File: config.mk
export PLATFORM = sky130hd
export DESIGN_NAME = spi_responder
export DESIGN_NICKNAME = d
export VERILOG_FILES = /design/src/rtl/spi_pkg.sv /design/src/rtl/spi_sync.sv /design/src/rtl/spi_responder.sv
export SDC_FILE = /design/constraint.sdc
export NUM_CORES = 1
export LEC_CHECK = 0
export ABC_AREA = 0
export BUFFER_PORTS_ARGS = -buffer_cell sky130_fd_sc_hd__buf_2
export CAP_MARGIN = 10
export CORE_ASPECT_RATIO = 1.75
export CORE_UTILIZATION = 59
export CTS_BUF_LIST = sky130_fd_sc_hd__clkbuf_2
export DETAILED_ROUTE_END_ITERATION = 6
export PLACE_DENSITY = 0.87
export SYNTH_ARGS = -nofsm -noshare
export SYNTH_HDL_FRONTEND = slang
export SYNTH_SLANG_ARGS = --single-unit
File: constraint.sdc
create_clock -name clk -period 2 [get_ports clk]
set_input_delay 0.3 -clock clk [delete_from_list [all_inputs] [get_ports clk]]
set_output_delay 0.3 -clock clk [all_outputs]
set_load 0.005 [all_outputs]
File: src/rtl/spi_pkg.sv
// Shared types and constants for the SPI responder.
package spi_pkg;

    localparam int SPI_WIDTH = 8;
    localparam int CNT_W     = $clog2(SPI_WIDTH);

    // Byte shifted out when the host has no word pending.
    localparam logic [SPI_WIDTH-1:0] DEFAULT_TX = 8'hFF;

    // Bit counter value of the last bit in a byte.
    localparam logic [CNT_W-1:0] CNT_LAST = CNT_W'(SPI_WIDTH - 1);

    typedef enum logic {
        IDLE  = 1'b0,
        SHIFT = 1'b1
    } resp_state_e;

    // MSB-first shift: drop the top bit, append the new bit at the bottom.
    function automatic logic [SPI_WIDTH-1:0] shift_in(input logic [SPI_WIDTH-1:0] cur,
                                                      input logic                 new_bit);
        return {cur[SPI_WIDTH-2:0], new_bit};
    endfunction

endpackage

File: src/rtl/spi_sync.sv
// Two-flop synchronizer with a previous-value flop for edge detection.
module spi_sync #(
    parameter logic RST_VAL = 1'b0
) (
    input  logic clk,
    input  logic rst,
    input  logic d_i,
    output logic q_o,
    output logic rise_o,
    output logic fall_o
);

    logic meta_q;
    logic sync_q;
    logic prev_q;

    // Synchronizer chain plus delayed copy for edge detection.
    always_ff @(posedge clk or posedge rst) begin
        if (rst) begin
            meta_q <= RST_VAL;
            sync_q <= RST_VAL;
            prev_q <= RST_VAL;
        end else begin
            meta_q <= d_i;
            sync_q <= meta_q;
            prev_q <= sync_q;
        end
    end

    assign q_o    = sync_q;
    assign rise_o = sync_q & ~prev_q;
    assign fall_o = ~sync_q & prev_q;

endmodule

File: src/rtl/spi_responder.sv
// SPI target (CPOL=0, sample on falling edge), 8-bit words, MSB first,
// with a host-side transmit holding register and a receive strobe.
module spi_responder
    import spi_pkg::*;
(
    input  logic                 clk,
    input  logic                 rst,
    input  logic                 SPI_CLK,
    input  logic                 SPI_EN,
    input  logic                 SPI_MOSI,
    output logic                 SPI_MISO,
    input  logic [SPI_WIDTH-1:0] tx_data,
    input  logic                 tx_valid,
    output logic                 tx_ready,
    output logic [SPI_WIDTH-1:0] rx_data,
    output logic                 rx_valid,
    output logic                 busy
);

    logic sclk_s, sclk_rise_s, sclk_fall_s;
    logic en_s, en_rise_s, en_fall_s;
    logic mosi_s, mosi_rise_s, mosi_fall_s;
    logic unused_s;

    resp_state_e          state_q, state_d;
    logic [CNT_W-1:0]     bit_cnt_q, bit_cnt_d;
    logic [SPI_WIDTH-1:0] rx_shift_q, rx_shift_d;
    logic [SPI_WIDTH-1:0] rx_data_q, rx_data_d;
    logic                 rx_valid_q, rx_valid_d;
    logic [SPI_WIDTH-1:0] tx_hold_q, tx_hold_d;
    logic                 hold_full_q, hold_full_d;
    logic [SPI_WIDTH-1:0] tx_shift_q, tx_shift_d;
    logic                 from_hold_q, from_hold_d;

    spi_sync #(.RST_VAL(1'b0)) u_sync_sclk (
        .clk(clk), .rst(rst), .d_i(SPI_CLK),
        .q_o(sclk_s), .rise_o(sclk_rise_s), .fall_o(sclk_fall_s)
    );

    spi_sync #(.RST_VAL(1'b0)) u_sync_en (
        .clk(clk), .rst(rst), .d_i(SPI_EN),
        .q_o(en_s), .rise_o(en_rise_s), .fall_o(en_fall_s)
    );

    spi_sync #(.RST_VAL(1'b0)) u_sync_mosi (
        .clk(clk), .rst(rst), .d_i(SPI_MOSI),
        .q_o(mosi_s), .rise_o(mosi_rise_s), .fall_o(mosi_fall_s)
    );

    // Rising SCLK edges, MOSI edges and the EN rising pulse are not needed;
    // the EN level alone ends a frame.
    assign unused_s = sclk_s ^ sclk_rise_s ^ en_rise_s ^ mosi_rise_s ^ mosi_fall_s;

    // State, shift registers and host-facing registers.
    always_ff @(posedge clk or posedge rst) begin
        if (rst) begin
            state_q     <= IDLE;
            bit_cnt_q   <= '0;
            rx_shift_q  <= '0;
            rx_data_q   <= '0;
            rx_valid_q  <= 1'b0;
            tx_hold_q   <= '0;
            hold_full_q <= 1'b0;
            tx_shift_q  <= '0;
            from_hold_q <= 1'b0;
        end else begin
            state_q     <= state_d;
            bit_cnt_q   <= bit_cnt_d;
            rx_shift_q  <= rx_shift_d;
            rx_data_q   <= rx_data_d;
            rx_valid_q  <= rx_valid_d;
            tx_hold_q   <= tx_hold_d;
            hold_full_q <= hold_full_d;
            tx_shift_q  <= tx_shift_d;
            from_hold_q <= from_hold_d;
        end
    end

    // Next-state logic: host writes, frame start/abort, bit shifting, byte boundaries.
    always_comb begin
        state_d     = state_q;
        bit_cnt_d   = bit_cnt_q;
        rx_shift_d  = rx_shift_q;
        rx_data_d   = rx_data_q;
        rx_valid_d  = 1'b0;
        tx_hold_d   = tx_hold_q;
        hold_full_d = hold_full_q;
        tx_shift_d  = tx_shift_q;
        from_hold_d = from_hold_q;

        // Host write only lands when the holding register is empty, so it can
        // never collide with a consumption below (which requires it full).
        if (tx_valid && !hold_full_q) begin
            tx_hold_d   = tx_data;
            hold_full_d = 1'b1;
        end else begin
            tx_hold_d   = tx_hold_q;
        end

        case (state_q)
            IDLE: begin
                if (en_s) begin
                    // Keep the first outgoing byte preloaded so bit 7 is ready
                    // the moment chip select falls.
                    tx_shift_d  = hold_full_q ? tx_hold_q : DEFAULT_TX;
                    from_hold_d = hold_full_q;
                end else if (en_fall_s) begin
                    state_d   = SHIFT;
                    bit_cnt_d = '0;
                    if (from_hold_q) begin
                        hold_full_d = 1'b0;
                    end else begin
                        hold_full_d = hold_full_d;
                    end
                end else begin
                    // EN low without a seen falling edge: stay out of the frame.
                    state_d = IDLE;
                end
            end
            SHIFT: begin
                if (en_s) begin
                    // Abort: partial byte dropped; a consumed hold word stays consumed.
                    state_d     = IDLE;
                    bit_cnt_d   = '0;
                    from_hold_d = 1'b0;
                end else if (sclk_fall_s) begin
                    rx_shift_d = shift_in(rx_shift_q, mosi_s);
                    bit_cnt_d  = bit_cnt_q + CNT_W'(1);
                    if (bit_cnt_q == CNT_LAST) begin
                        rx_data_d  = shift_in(rx_shift_q, mosi_s);
                        rx_valid_d = 1'b1;
                        tx_shift_d = hold_full_q ? tx_hold_q : DEFAULT_TX;
                        if (hold_full_q) begin
                            hold_full_d = 1'b0;
                        end else begin
                            hold_full_d = hold_full_d;
                        end
                    end else begin
                        tx_shift_d = shift_in(tx_shift_q, 1'b0);
                    end
                end else begin
                    state_d = SHIFT;
                end
            end
            default: begin
                state_d   = IDLE;
                bit_cnt_d = '0;
            end
        endcase
    end

    // MISO uses the raw chip select so bit 7 appears without synchronizer delay.
    assign SPI_MISO = ~SPI_EN & tx_shift_q[SPI_WIDTH-1];
    assign tx_ready = ~hold_full_q;
    assign rx_data  = rx_data_q;
    assign rx_valid = rx_valid_q;
    assign busy     = (state_q == SHIFT);

endmodule

Word-level counts from Yosys, hierarchy flattened
Cells that the tools add are included.

word-level totals
  bits of input ports = 14
  output and inout port bits = 12
  memories kept = 0
  flip-flop bits (word level) = 46
  bits in latches = 0
  word-level logic and storage cells = 72
  bits in read-only memories = 0
  bits in writable memories = 0

cells by class
  reductions and logical operators = 7
  shift-type cells = 0
  divide/modulo/power cells = 0
  multiply operators = 0
  magnitude comparators = 0
  equal/unequal tests = 8
  bitwise gates (word level) = 8
  $add $sub $neg = 1
  muxes and demuxes = 31

operator list
  cell                                                    count
  two-way mux 8 bit                                       5
  two-way mux 1 bit                                       17
  one-hot mux 8 bit (2 select lines)                      1
  two-way mux 3 bit                                       4
  AND reduction 3 bit                                     3
  inequality test 2 bit (second input constant)           4
  one-hot mux 1 bit (2 select lines)                      3
  one-hot mux 3 bit (2 select lines)                      1
  inverter 1 bit                                          5
  inequality test 2 x 1 -> 1 bit (second input constant)  2
  AND reduction 4 bit                                     1
  adder 3 x 1 -> 3 bit (second input constant)            1
  AND 1 bit                                               3
  == test 3 bit (second input constant)                   1
  inequality test 3 x 2 -> 1 bit (second input constant)  1
  AND reduction 2 bit                                     1
  logical AND 1 bit                                       1
  zero test 1 bit                                         1

Logic depth before layout (Yosys ltp)
Gate-level depths: netlist of the first run.

  depth after elaboration = 8
  depth in mapped cells = 6
  mapped depth without buffers = 5

Modules after synthesis
From an unflattened synthesis of the first run, not the netlist that was laid out.

unflattened totals
  cells, all modules = 143
  area total of the unflattened synthesis = 1,983.2 um^2

by module, submodules not included
  module         instances  area each (um^2)  cells each
  spi_responder  1          1,701.6           125
  spi_sync       3          93.8              6

Least setup slack after synthesis of the first run
OpenSTA, ideal clock, no wires.

  kind = register -> register
  start = register bit_cnt_q[1]
  end = register tx_shift_q[2]
  slack = 298 ps
  arrival = 1,577 ps
  stages on the path, launching flop included = 7
  period minus slack after synthesis = 1,702 ps
  cell sequence = dfrtp_1 -> ha_1 -> ha_1 -> nand2b_1 -> buf_6 -> mux2_4 -> mux2_4

on the way
  longest elaborated chain between the ends = 5

RTL lines
  what                                RTL line              RTL
  start, declared                     spi_responder.sv:26   logic [CNT_W-1:0] bit_cnt_q, bit_cnt_d;
  start signal, assigned              spi_responder.sv:68   bit_cnt_q <= bit_cnt_d;
  == test 3 bit                       spi_responder.sv:129  if (bit_cnt_q == CNT_LAST) begin
  two-way mux 8 bit                   spi_responder.sv:129
  two-way mux 8 bit                   spi_responder.sv:126  end else if (sclk_fall_s) begin
  two-way mux 8 bit                   spi_responder.sv:121  if (en_s) begin
  one-hot mux 8 bit (2 select lines)  spi_responder.sv:100  case (state_q)
  end signal, assigned                spi_responder.sv:74   tx_shift_q <= tx_shift_d;
  end, declared                       spi_responder.sv:32   logic [SPI_WIDTH-1:0] tx_shift_q, tx_shift_d;

No other way between the ends. The select of a mux whose other input is x is not followed.
A chain may end at the register's enable or synchronous reset.

Worst setup path after layout of the first run
  start = register state_q, in the netlist busy
  end = register tx_shift_q[7]

on the way
  longest elaborated chain between the ends = 3

RTL lines
  what                                      RTL line             RTL
  start, declared                           spi_responder.sv:25  resp_state_e state_q, state_d;
  start signal, assigned                    spi_responder.sv:67  state_q <= state_d;
  inverter 1 bit                            n/a
  inequality test 2 x 1 -> 1 bit (no line)  n/a
  AND reduction 3 bit (no line)             n/a

Parallel ways exist; a longest one is shown, timed or not.

==> metrics, run 1 <==
status=finished clean; first-pass GRT wire length=5.61 mm; post-synthesis cell type count=22; DRC violations left=0; R2R depth=5; CP endpoint kind=flip-flop; vias per inst=around 5.3; Synth Flop Type=dfrtp_1; die width=45.2 um; critical path peak fanout=11; worst clock skew=~0.019 ns; synthesis-stage register bit count=46; ys async rst share=1.00; layout cell share with drive strength beyond 1=0.364; die area=3500 um2; post-cts sizing count=0; Top Ports=26; top cells by area, synth=dfrtp_1 (60%), mux2_2 (15%), mux2i_1 (5.2%); Total Routing Usage GR=0.227; CP required=2.32 ns; final slew viol count=0; achievable clock frequency=0.564 GHz; fin nets=195; Site Rows=27; adder-cell share of the synthesized area=0.0325; largest family of logic cells by synthesized area=multiplexers; placed instance count=208; worst rel slew slack=0.725; max_cap viols=0; initial antenna violation count=0; portion of netlist area occupied by mux cells=0.220; Fill cells=246; Antenna Cells=0; Syn Inst Count=140; Power Dens Cells=~940 nW/um2; fin cells=between 200 and 250; final critical-path share of the clock period=0.887; Post-Synth Simple-Gate Area=0.0742; Layout area overhead=14.2%; Routed WL per cell=15.7 um; initial core utilization=0.619; kind of critical path=reg -> reg; largest net degree at the start of global routing=47; Compound-Gate Fraction of Synth Area=0.0442; critical path startpoint category=flip-flop; DRT Pass-1 Iters=4; core area=3110 um2; Yosys top cell by area=dfrtp_1; post-CTS setup buffers=0; # setup viols final=0; clock slew at the register clock pins of the worst setup and hold paths=~0.21 ns; WP buf/inv=2; hold path depth=2; XOR/XNOR share of the synthesized area=0; Mapped Nets=around 160; vias in the first global route=1,218; fin area=~2200 um2; CTS sink count=46; CTS Buf Count=5; CTS Buffer Depth=2; Iter 0 DRT Violations=17; worst-skew pair later-pin latency=0.40 ns; CTS tree=done; Worst path slowest cell=dfrtp_1; Min Hold Slack=0.105 ns; min Tclk post-route=1.77 ns; Final Hold Vio Count=0; gpl congestion=roughly 0.85; IR drop worst, VDD=690 uV; GRT Residual Overflow=0; RSZ-0062 raised after global routing=no; setup tns final=0 ns; Final HPWL DP=around 2.5 mm; H-tree depth=2; share of the synthesized area in the top cell type=0.599; count leader, synth=dfrtp_1; Syn Area/Cell=between 10 and 15 um2; final setup margin=0.226 ns; Post-Route WL=3.44 mm; CTS Root Cell=clkbuf_2; Top Family by Delay on Critical Path=flip-flops; Cell Area, Placed=approximately 2100 um2; Stages on worst setup path=5; Synth warnings=0; ANT nets after route=0; Post-synth EDFFs=0; Post-Syn Area=1920 um2; Hold Path Class=in -> reg; Slew @ Worst Pin=0.410 ns; Post-synth top cells=dfrtp_1 (46), mux2_2 (26), mux2i_1 (10); die height=77.5 um; CP peak stage delay=0.56 ns; DP Worst Slack=0.241 ns; sequential share of the synthesized area=0.599; routed via count=1,161; WP data arrival=2.10 ns; Pleak=roughly 0.0011 uW; Port Buffer Count=25; Critical Path, Cell by Cell=inv_1 -> ha_1 -> a21boi_0 -> buf_4 -> mux2_2
through the flow:
stage	power, uW	util
2_1_floorplan	1580	-
3_3_place_gp	1680	0.682
3_5_place_dp	1730	0.682
4_1_cts	2100	0.707
5_1_grt	2200	0.707
6_report	2070	0.707
sequential cells by signal (all words and copies together) (netlist names):
| name | flops |
|---|---|
| bit_cnt_q | 3 |
| u_sync_en.q_o | 1 |
| u_sync_sclk.q_o | 1 |
| rx_data | 8 |
| tx_shift_q | 8 |
| from_hold_q | 1 |
| busy | 1 |
| u_sync_en.meta_q | 1 |
| tx_hold_q | 8 |
| u_sync_sclk.meta_q | 1 |
| rx_valid | 1 |
| u_sync_sclk.prev_q | 1 |
| u_sync_mosi.meta_q | 1 |
| hold_full_q | 1 |
| u_sync_mosi.q_o | 1 |
| rx_shift_q | 7 |
| u_sync_en.prev_q | 1 |
cell families (layout without fill, tap and decap cells):
group | after synthesis | in the layout
multiplexers | 38 | 38
AND/OR/NAND/NOR | 26 | 26
buffers and inverters | 13 | 49
flip-flops | 46 | 46
AO/OA/AOI/OAI | 12 | 12
adder cells (fa/ha/maj) | 5 | 5
repair_timing:
| item | 4_1_cts | 5_1_grt |
|---|---|---|
| setup endpoints to repair | 0 | 0 |
| endpoints found under the hold margin | 49 | 0 |
| hold buffers | 4 | 0 |
layout make-up:
class	instances	area, um2	share of cell area
flip-flops and latches	46	1150	0.524
clock buffers	6	30.0	0.0137
well taps	43	53.8	0.0245
inverters	9	33.8	0.0154
multi-input cells	81	713	0.325
repair buffers	33	208	0.0945
clock inverters	1	7.51	0.00342
report_power, final:
part / internal, uW / switching (uW) / total, uW
combinational: 269 / 194 / 462
sequential: 1130 / 121 / 1250
clock: 84.7 / 268 / 353
total: 1480 / 583 / 2070
layout by cell type (no fill, tap or decap), drive strengths merged:
| cell type | n |
|---|---|
| clkinv | 1 |
| nor3 | 2 |
| clkbuf | 6 |
| a221o | 2 |
| mux2i | 10 |
| a31oi | 1 |
| inv | 8 |
| mux2 | 28 |
| o32a | 1 |
| o21ai | 5 |
| clkinvlp | 1 |
| nand3 | 1 |
| nor2b | 7 |
| or2b | 1 |
| nor2 | 4 |
| a21boi | 2 |
| o41ai | 1 |
| dlygate4sd3 | 4 |
| nand2b | 8 |
| nand2 | 3 |
| buf | 29 |
| ha | 5 |
| dfrtp | 46 |
worst paths after layout:
kind | start | endpoint | slack (ns)
max in group asynchronous | rst | u_sync_sclk.prev_q$_DFF_PP0_ | 1.35
setup / recovery | busy$_DFF_PP0_ | tx_shift_q[7]$_DFFE_PP0P_ | 0.23
hold reg to reg | u_sync_mosi.meta_q$_DFF_PP0_ | u_sync_mosi.q_o$_DFF_PP0_ | 0.38
min in group asynchronous | rst | tx_hold_q[7]$_DFFE_PP0P_ | 0.43
hold / removal | tx_data[5] | tx_hold_q[5]$_DFFE_PP0P_ | 0.10
setup reg to reg | busy$_DFF_PP0_ | tx_shift_q[7]$_DFFE_PP0P_ | 0.23
metal layers:
| metal | up-vias | global-route usage | wire (um) |
|---|---|---|---|
| met2 | 31 | 0.388 | 1910 |
| met4 | 0 | 0.0970 | 70 |
| met5 | - | 0 | 0 |
| met3 | 8 | 0.0488 | 102 |
| met1 | 572 | 0.260 | 1350 |
| li1 | 550 | - | - |
Power figures use the tool's default switching activity.
==> run 2: changes to the inputs <==
--- a/config.mk
+++ b/config.mk
@@ -15,4 +15,5 @@
 export PLACE_DENSITY = 0.87
 export SYNTH_ARGS = -nofsm -noshare
 export SYNTH_HDL_FRONTEND = slang
+export SYNTH_HIERARCHICAL = 1
 export SYNTH_SLANG_ARGS = --single-unit
==> run 2 against run 1 <==
- first-iteration DRC count decreased by 18%
- critical path depth increased by 1
- total power decreased by 5.4%
- via count decreased by 2.0%
- area after synthesis increased by 0.39%
- worst hold slack got worse by 0.031 ns
- clock-buffer cell count decreased by 1
- cell count decreased by 0.91%
- critical endpoint unchanged
==> metrics, run 2 <==
Min Hold Slack=0.0742 ns (-0.0305 ns); CTS tree=done; Iter 0 DRT Violations=14 (-3); GRT Residual Overflow=0 (unchanged); H-tree depth=2 (unchanged); DRC violations left=0 (unchanged); Syn Area/Cell=14.0 um2 (+1.8%); DRT Pass-1 Iters=2 (-2); routed via count=1,138 (-2.0%); Slew @ Worst Pin=0.578 ns (+0.168 ns); Worst path most repeated cell=ha_1; final critical-path share of the clock period=0.900 (+0.0127); critical path startpoint category=flip-flop; worst-skew pair later-pin latency=0.43 ns (+0.03 ns); status=finished clean; initial antenna violation count=0 (unchanged); area occupied by multi-input gates=709 um2 (-0.53%); vias in the first global route=1,253 (+2.9%); R2R depth=6 (+1); placed instance count=205 (-1.4%); Antenna Cells=0 (unchanged); max_cap viols=0 (unchanged); post-CTS setup buffers=0 (unchanged); worst rel slew slack=0.614 (-0.110); Layout area overhead=13.8%; Post-Syn Area=1930 um2 (+0.39%); min Tclk post-route=1.80 ns (+0.0253 ns); fin area=2200 um2 (unchanged); hold path depth=2 (unchanged); largest net degree at the start of global routing=26 (-45%); Top Ports=26 (unchanged); post-cts sizing count=0 (unchanged); Power Dens Cells=890 nW/um2 (-5.4%); CTS sink count=46 (unchanged); Post-Route WL=3.31 mm (-3.6%); Routed WL per cell=15.3 um (-2.7%); die width=45.2 um (+0.19%); fin nets=192 (-1.5%); RSZ-0062 raised after global routing=no; Total Routing Usage GR=0.231 (+0.00374); Fill cells=238 (-3.3%); Synth warnings=6 (+6); die height=77.7 um (+0.19%); CTS Buf Count=5 (unchanged); achievable clock frequency=0.556 GHz (-1.4%); IR drop worst, VDD=583 uV (-16%); CTS Buffer Depth=2 (unchanged); hold buffer count at cts=4 (unchanged); WP data arrival=2.11 ns (about the same); critical path peak fanout=5 (-6); Hold Path Class=in -> reg; commonest non-fill, non-tap cells in the layout=dfrtp_1 (46), mux2_2 (31), buf_2 (25); clock slew at the register clock pins of the worst setup and hold paths=0.23 ns (+0.02 ns); CTS Root Cell=clkbuf_2; Final Hold Vio Count=0 (unchanged); Critical Path, Cell by Cell=ha_1 -> ha_1 -> nand2b_1 -> buf_4 -> mux2i_1 -> mux2_2; Final HPWL DP=2.40 mm (-4.4%); Port Buffer Count=25 (unchanged); vias per inst=5.24 (-1.1%); ANT nets after route=0 (unchanged); Worst path slowest cell=dfrtp_1; Pleak=0.00115 uW (+2.9%); first-pass GRT wire length=5.69 mm (+1.5%); layout cell share with drive strength beyond 1=0.397 (+0.0329); Syn Inst Count=138 (-1.4%); final slew viol count=0 (unchanged); CP required=2.31 ns (about the same); worst clock skew=0.0332 ns (+0.0144 ns); register area=1150 um2 (unchanged); Site Rows=27 (unchanged); setup tns final=0 ns (unchanged); gpl congestion=0.781 (-7.9%); kind of critical path=reg -> reg; fin cells=217 (-0.91%); CP peak stage delay=0.45 ns (-0.11 ns); initial core utilization=0.614 (-0.00426); commonest non-fill, non-tap cell in the layout=dfrtp_1; Mapped Nets=157 (-1.3%); die area=3510 um2 (+0.38%); # setup viols final=0 (unchanged); CP endpoint kind=flip-flop; Cell Area, Placed=2120 um2 (-0.18%); core area=3140 um2 (+1.1%)
## run 2: routing by layer
metal,track usage,share of wire
met5,0,0
met4,0.112,0.024
met3,0.0512,0.032
met2,0.387,0.57
met1,0.265,0.37
## run 2: layout make-up
cell class	count	share of cell area
flip-flops and latches	46	0.524
clock buffers	5	0.0114
repair buffers	31	0.0877
clock inverters	3	0.00740
multi-input cells	76	0.323
well taps	43	0.0245
inverters	13	0.0222
## run 2: path summary, 6_finish.rpt
kind / startpoint / end / slack, ns
max in group asynchronous: rst / tx_shift_q[7]$_DFFE_PP0P_ / 0.98
min in group asynchronous: rst / u_sync_en/q_o$_DFF_PP0_ / 0.26
min reg2reg: u_sync_en/meta_q$_DFF_PP0_ / u_sync_en/q_o$_DFF_PP0_ / 0.37
max: bit_cnt_q[0]$_DFFE_PP0P_ / tx_shift_q[7]$_DFFE_PP0P_ / 0.20
min: tx_data[4] / tx_hold_q[4]$_DFFE_PP0P_ / 0.07
max reg2reg: bit_cnt_q[0]$_DFFE_PP0P_ / tx_shift_q[7]$_DFFE_PP0P_ / 0.20
## run 2: power breakdown
part / switching [uW] / total (uW) / internal, uW
clock: 284 / 365 / 80.7
combinational: 165 / 390 / 225
sequential: 97.6 / 1200 / 1100
total: 547 / 1960 / 1410
## run 2: per-stage QoR
| step | util | worst slack [ns] | total power (uW) |
|---|---|---|---|
| 6_report | 0.699 | 0.200 | 1960 |
| 5_1_grt | 0.699 | 0.134 | 2070 |
| 4_1_cts | 0.699 | 0.188 | 1980 |
| 3_5_place_dp | 0.673 | 0.255 | 1610 |
| 3_3_place_gp | 0.673 | 0.321 | 1560 |
| 2_1_floorplan | - | 0.340 | 1490 |
## run 2: critical path, delay by kind of cell (launching register included)
kind / cells / cell delay, ns
flip-flops: 1 / 0.45
AND/OR/NAND/NOR: 1 / 0.24
buffers and inverters: 1 / 0.21
multiplexers: 2 / 0.38
adder cells (fa/ha/maj): 2 / 0.43
